### src/rtl/uart_ctrl.sv
// uart_ctrl: byte-level 8N1 UART responder behind the memory bridge.
// A TX path serialises one accepted byte at a time onto txd_o. An RX path
// deserialises rxd_i into a single-byte buffer with ready and sticky overrun flags.
module uart_ctrl #(
  parameter int CLK_FREQ = 50000000,
  parameter int BAUD     = 115200
) (
  input  logic       clk,
  input  logic       rst_n,
  input  logic       uart_we_n_i,
  input  logic       uart_re_n_i,
  input  logic       uart_re_data_i,
  input  logic [7:0] uart_tx_data_i,
  output logic       uart_tx_ready_o,
  output logic       uart_rx_ready_o,
  output logic [7:0] uart_rx_data_o,
  output logic       uart_rx_ovr_o,
  output logic       txd_o,
  input  logic       rxd_i
);

  localparam int CLK_DIV = CLK_FREQ / BAUD;
  localparam int CNT_W   = $clog2(CLK_DIV);
  localparam logic [CNT_W-1:0] DIV_LAST  = CNT_W'(CLK_DIV - 1);
  localparam logic [CNT_W-1:0] HALF_LAST = CNT_W'(CLK_DIV / 2 - 1);

  typedef enum logic [1:0] {S_IDLE, S_START, S_DATA, S_STOP} state_t;

  // ---------------------------------------------------------------- TX path
  state_t           tx_state, tx_state_d;
  logic [CNT_W-1:0] tx_cnt, tx_cnt_d;
  logic [2:0]       tx_bit, tx_bit_d;
  logic [7:0]       tx_shift, tx_shift_d;
  logic             txd_d, tx_ready_d;
  logic             tx_bit_end;

  assign tx_bit_end = (tx_cnt == DIV_LAST);

  // TX next-state: one CLK_DIV-long slot per frame bit; txd_o is registered.
  always_comb begin
    // NOTE: every signal gets its hold value first, so no path leaves one unassigned (no latch).
    tx_state_d = tx_state;
    tx_cnt_d   = tx_cnt;
    tx_bit_d   = tx_bit;
    tx_shift_d = tx_shift;
    txd_d      = txd_o;
    tx_ready_d = uart_tx_ready_o;
    unique case (tx_state)
      S_IDLE: begin
        if (!uart_we_n_i && uart_tx_ready_o) begin
          tx_state_d = S_START;
          tx_shift_d = uart_tx_data_i;
          tx_cnt_d   = '0;
          txd_d      = 1'b0;
          tx_ready_d = 1'b0;
        end
      end
      S_START: begin
        if (tx_bit_end) begin
          tx_state_d = S_DATA;
          tx_cnt_d   = '0;
          tx_bit_d   = '0;
          txd_d      = tx_shift[0];
        end else begin
          tx_cnt_d = tx_cnt + 1'b1;
        end
      end
      S_DATA: begin
        if (tx_bit_end) begin
          tx_cnt_d = '0;
          if (tx_bit == 3'd7) begin
            tx_state_d = S_STOP;
            txd_d      = 1'b1;
          end else begin
            tx_bit_d   = tx_bit + 1'b1;
            tx_shift_d = {1'b0, tx_shift[7:1]};
            txd_d      = tx_shift[1];
          end
        end else begin
          tx_cnt_d = tx_cnt + 1'b1;
        end
      end
      S_STOP: begin
        if (tx_bit_end) begin
          tx_state_d = S_IDLE;
          tx_cnt_d   = '0;
          tx_ready_d = 1'b1;
        end else begin
          tx_cnt_d = tx_cnt + 1'b1;
        end
      end
      default: tx_state_d = S_IDLE;
    endcase
  end

  // TX state register; reset forces the line idle-high immediately.
  always_ff @(posedge clk or negedge rst_n) begin
    if (!rst_n) begin
      tx_state        <= S_IDLE;
      tx_cnt          <= '0;
      tx_bit          <= '0;
      tx_shift        <= '0;
      txd_o           <= 1'b1;
      uart_tx_ready_o <= 1'b1;
    end else begin
      // NOTE: non-blocking assignments so every register updates from pre-edge values.
      tx_state        <= tx_state_d;
      tx_cnt          <= tx_cnt_d;
      tx_bit          <= tx_bit_d;
      tx_shift        <= tx_shift_d;
      txd_o           <= txd_d;
      uart_tx_ready_o <= tx_ready_d;
    end
  end

  // ---------------------------------------------------------------- RX path
  logic rx_meta, rxs, rxs_prev;

  // Two-flop synchroniser plus one delayed copy for falling-edge detection.
  always_ff @(posedge clk or negedge rst_n) begin
    if (!rst_n) begin
      rx_meta  <= 1'b1;
      rxs      <= 1'b1;
      rxs_prev <= 1'b1;
    end else begin
      rx_meta  <= rxd_i;
      rxs      <= rx_meta;
      rxs_prev <= rxs;
    end
  end

  state_t           rx_state, rx_state_d;
  logic [CNT_W-1:0] rx_cnt, rx_cnt_d;
  logic [2:0]       rx_bit, rx_bit_d;
  logic [7:0]       rx_shift, rx_shift_d;
  logic [7:0]       rx_data_d;
  logic             rx_ready_d, rx_ovr_d;
  logic             data_read;

  assign data_read = !uart_re_n_i && uart_re_data_i;

  // RX next-state: mid-bit sampling; a completed byte overrides a same-cycle read.
  always_comb begin
    rx_state_d = rx_state;
    rx_cnt_d   = rx_cnt;
    rx_bit_d   = rx_bit;
    rx_shift_d = rx_shift;
    rx_data_d  = uart_rx_data_o;
    rx_ready_d = uart_rx_ready_o;
    rx_ovr_d   = uart_rx_ovr_o;
    if (data_read) begin
      rx_ready_d = 1'b0;
      rx_ovr_d   = 1'b0;
    end
    unique case (rx_state)
      S_IDLE: begin
        if (rxs_prev && !rxs) begin
          rx_state_d = S_START;
          rx_cnt_d   = '0;
          rx_bit_d   = '0;
        end
      end
      S_START: begin
        if (rx_cnt == HALF_LAST) begin
          rx_cnt_d   = '0;
          rx_state_d = rxs ? S_IDLE : S_DATA;
        end else begin
          rx_cnt_d = rx_cnt + 1'b1;
        end
      end
      S_DATA: begin
        if (rx_cnt == DIV_LAST) begin
          rx_cnt_d   = '0;
          rx_shift_d = {rxs, rx_shift[7:1]};
          if (rx_bit == 3'd7) rx_state_d = S_STOP;
          else                rx_bit_d   = rx_bit + 1'b1;
        end else begin
          rx_cnt_d = rx_cnt + 1'b1;
        end
      end
      S_STOP: begin
        if (rx_cnt == DIV_LAST) begin
          rx_state_d = S_IDLE;
          rx_cnt_d   = '0;
          if (rxs) begin
            rx_data_d  = rx_shift;
            rx_ready_d = 1'b1;
            rx_ovr_d   = !data_read && (uart_rx_ready_o || uart_rx_ovr_o);
          end
        end else begin
          rx_cnt_d = rx_cnt + 1'b1;
        end
      end
      default: rx_state_d = S_IDLE;
    endcase
  end

  // RX state and receive-buffer registers.
  always_ff @(posedge clk or negedge rst_n) begin
    if (!rst_n) begin
      rx_state        <= S_IDLE;
      rx_cnt          <= '0;
      rx_bit          <= '0;
      rx_shift        <= '0;
      uart_rx_data_o  <= '0;
      uart_rx_ready_o <= 1'b0;
      uart_rx_ovr_o   <= 1'b0;
    end else begin
      rx_state        <= rx_state_d;
      rx_cnt          <= rx_cnt_d;
      rx_bit          <= rx_bit_d;
      rx_shift        <= rx_shift_d;
      uart_rx_data_o  <= rx_data_d;
      uart_rx_ready_o <= rx_ready_d;
      uart_rx_ovr_o   <= rx_ovr_d;
    end
  end

endmodule
### config.mk
export PLATFORM = sky130hd
export DESIGN_NAME = uart_ctrl
export DESIGN_NICKNAME = d
export VERILOG_FILES = /design/src/rtl/uart_ctrl.sv
export SDC_FILE = /design/constraint.sdc
export NUM_CORES = 1
export LEC_CHECK = 0
export BUFFER_PORTS_ARGS = -buffer_cell sky130_fd_sc_hd__clkbuf_2
export CAP_MARGIN = 20
export CORE_ASPECT_RATIO = 0.9
export CORE_UTILIZATION = 50
export DETAILED_ROUTE_END_ITERATION = 10
export PLACE_DENSITY = 0.69
export SYNTH_ARGS = -nofsm -noshare
export SYNTH_HDL_FRONTEND = slang
export SYNTH_SLANG_ARGS = --single-unit
### constraint.sdc
create_clock -name clk -period 4.4 [get_ports clk]
set_input_delay 0.44 -clock clk [delete_from_list [all_inputs] [get_ports clk]]
set_output_delay 0.44 -clock clk [all_outputs]
set_load 0.05 [all_outputs]
==> results.py <==
metrics = {
    "global_route": {
        "grt_pass1_vias": 2013,
        "gr-total-overflow": 0,
        "globalRouteTotalUtil": 0.188,
        "grt_pass1_wl_um": 9210,
        "grt_max_degree": 41,
        "antenna_found_initial": 0,
    },
    "critical_path": {
        "path_max_fanout": 12,
        "path_common_cell": "inv_1",
        "critPathLaunchType": "flop",
        "crit_path_top_delay_cell": "or4_4",
        "slowest_delay_ns": 0.59,
        "critical_path_arrival_ns": 2.76,
        "end_kind": "flop",
        "critPathKind": "reg2reg",
        "path_cells": "inv_1, ha_1, inv_1, or4_4, a21oi_4, mux2_2",
        "crit_required_ns": 4.61,
    },
    "power_and_ir_drop": {
        "comb_power_share": 0.121,
        "finalPower_w": 0.00136,
        "power_frac_clock": 0.429,
        "p_int_w": 0.00101,
        "peakVddDrop_mv": 0.336,
        "p_leak_nw": 1.61,
        "p_sw_w": 0.000348,
        "power.density_nw_per_um2": 399,
        "swShare": 0.256,
        "pwr-share-seq": 0.450,
    },
    "placed_design": {
        "dpl_cell_area_um2": 3180,
        "gp_congestion": 0.737,
        "place_hpwl_um": 3630,
        "portBuffers": 25,
    },
    "clock_tree": {
        "clock-sinks": 59,
        "insertion_delay_ns": 0.34,
        "h-tree-depth": 3,
        "cts_buffers": 9,
        "cts_hold_buf": 0,
        "cts.path.max_buffers": 2,
        "cts_tree": "done",
        "clockRootBuffer": "clkbuf_8",
        "post-cts-setup-buffer-count": 0,
        "post_cts_resized": 0,
        "path_clk_slew_ns": 0.07,
    },
    "finish": {
        "fin_nets": 326,
        "seq_area_um2": 1480,
        "multi_input_area_um2": 1430,
        "syn2layout_area_growth_pct": 13.5,
        "num_antenna_cells": 0,
        "final_area_um2": 3410,
        "fin_util": 0.595,
        "drive_gt1_frac": 0.288,
        "nFillCells": 491,
    },
    "synth": {
        "ys_ff_latch": 59,
        "yosys_most_used_dff": "dfrtp_1",
        "synth_area_leaders": "dfrtp_1 (45%), mux2_2 (12%), ha_1 (5.8%)",
        "synth-async-reset-ratio": 1.00,
        "synthDistinctLibCells": 45,
        "synth_edf_count": 0,
        "synth_nets": 295,
        "ys_seq_area_frac": 0.494,
        "syn_avg_cell_area_um2": 11.2,
        "synth.top_cell.area_share": 0.450,
        "synth.most_common_cell": "dfrtp_1",
        "synth_area_um2": 3000,
        "yosysWarnings": 0,
        "synthCells": 267,
        "yosys-top-cells-count": "dfrtp_1 (54), mux2_2 (33), nand2_1 (32), o21ai_0 (21), ha_1 (14)",
        "yosys.area.top_type": "dfrtp_1",
    },
    "timing": {
        "slew_violations": 0,
        "fin_crit_ns": 2.55,
        "worstMarginPinSlew_ns": 0.925,
        "hold_viol_final": 0,
        "setup_viol_count_final": 0,
        "clock_skew_ns": 0.0115,
        "timing.fmax_ghz": 0.392,
        "fin_tns_setup_ns": 0,
        "hold_ws_ns": 0.0565,
        "rsz0062_at_grt": "no",
        "period_share": 0.580,
        "relSlewSlack": 0.379,
    },
    "route": {
        "drt-wirelength-per-cell_um": 14.2,
        "detail-route-antenna-nets": 0,
        "wirelength_um": 5290,
        "drc": 0,
        "dr_total_vias": 2091,
        "drt_iter0_drc": 76,
        "drtPass1Iterations": 4,
        "vias_per_cell": 5.62,
    },
    "floorplan": {
        "initial_core_util": 0.524,
        "rows": 26,
        "core_area_um2": 5730,
        "dieArea_um2": 6320,
        "num_io_pins": 26,
        "die_w_um": 83.7,
        "die_y_um": 75.5,
    },
    "flow_run": {
        "max_cap_viol_count": 0,
    },
    "min_path": {
        "hold_class": "in2async",
    },
    "outcome": {
        "status": "completed",
    },
}
[cells in the final DEF (no fill, tap or decap), drive strengths merged, types with 3 or more instances in the layout]
cell type / count
dfrtp: 54
clkbuf: 35
mux2: 33
nand2: 32
o21ai: 21
ha: 14
inv: 13
nor2: 10
nor3: 10
o22ai: 8
a21oi: 7
a22o: 5
dfstp: 5
nor2b: 4
nand3: 4
o21a: 4
nor4: 3
and2: 3
bufinv: 3
or4: 3
a21o: 3
[power by group through the flow]
stage               clock (W)  sequential (W)  combinational [W]
floorplan                   0        0.000614           0.000122
global placement            0        0.000619           0.000162
detailed placement          0        0.000621           0.000169
CTS                  0.000597        0.000611           0.000170
global route         0.000623        0.000618           0.000193
finish               0.000583        0.000611           0.000165
[state kept, by name, indices dropped and copies added, names as in the netlist, 2 cells and up, named ones only]
| register | count |
|---|---|
| uart_rx_data_o | 8 |
| tx_cnt | 9 |
| tx_bit | 3 |
| rx_cnt | 9 |
| tx_state | 2 |
| rx_bit | 3 |
| rx_shift | 8 |
| tx_shift | 8 |
[routing by layer]
| layer | share of wire | global-route usage | wire length [um] |
|---|---|---|---|
| met1 | 0.47 | 0.241 | 2510 |
| met2 | 0.47 | 0.300 | 2480 |
| met3 | 0.045 | 0.0661 | 240 |
| met4 | 0.012 | 0.0734 | 66 |
| met5 | 0 | 0 | 0 |
[worst max-delay path: cells and delay by family (launching register included)]
family	cells	cell delay, ns
simple gates	1	0.59
flops	1	0.40
fa+ha+maj	1	0.46
compound gates	1	0.28
mux	1	0.37
buf+inv	2	0.34
[stage by stage]
stage | std cells | worst slack (ns)
after floorplan | 267 | 2.35
after global placement | 357 | 1.91
after detailed placement | 357 | 1.86
after CTS | 372 | 1.85
after global routing | 372 | 1.71
final | 372 | 1.85
[final cells by class]
type | instances | area share
timing repair buffer | 26 | 0.0389
clock inverter | 5 | 0.0301
multi-input combinational | 189 | 0.418
inverter | 13 | 0.0143
sequential | 59 | 0.435
tap | 70 | 0.0257
clock buffer | 10 | 0.0375
[kinds of logic after synthesis]
| kind of cell | after synthesis | synth area share |
|---|---|---|
| buffers and inverters | 19 | 0.0313 |
| xor gates and xnor gates | 2 | 0.00584 |
| AOI/OAI and AO/OA | 58 | 0.130 |
| and+or+nand+nor | 80 | 0.150 |
| muxes | 35 | 0.130 |
| adders and majority gates | 14 | 0.0584 |
| DFF | 59 | 0.494 |
[final timing paths]
| kind | cells after the start | slack, ns | to | start |
|---|---|---|---|---|
| setup reg to reg | 6 | 1.85 | tx_shift[5] | tx_state[0] |
| min in group clk | 1 | 0.18 | rx_meta | rxd_i |
| hold / removal | 1 | 0.06 | tx_cnt[8] | rst_n |
| max in group asynchronous | 2 | 3.45 | rxs_prev | rst_n |
| setup / recovery | 6 | 1.85 | tx_shift[5] | tx_state[0] |
| hold reg to reg | 0 | 0.36 | rxs | rx_meta |
Note: power is estimated with default switching activity, not from simulation.
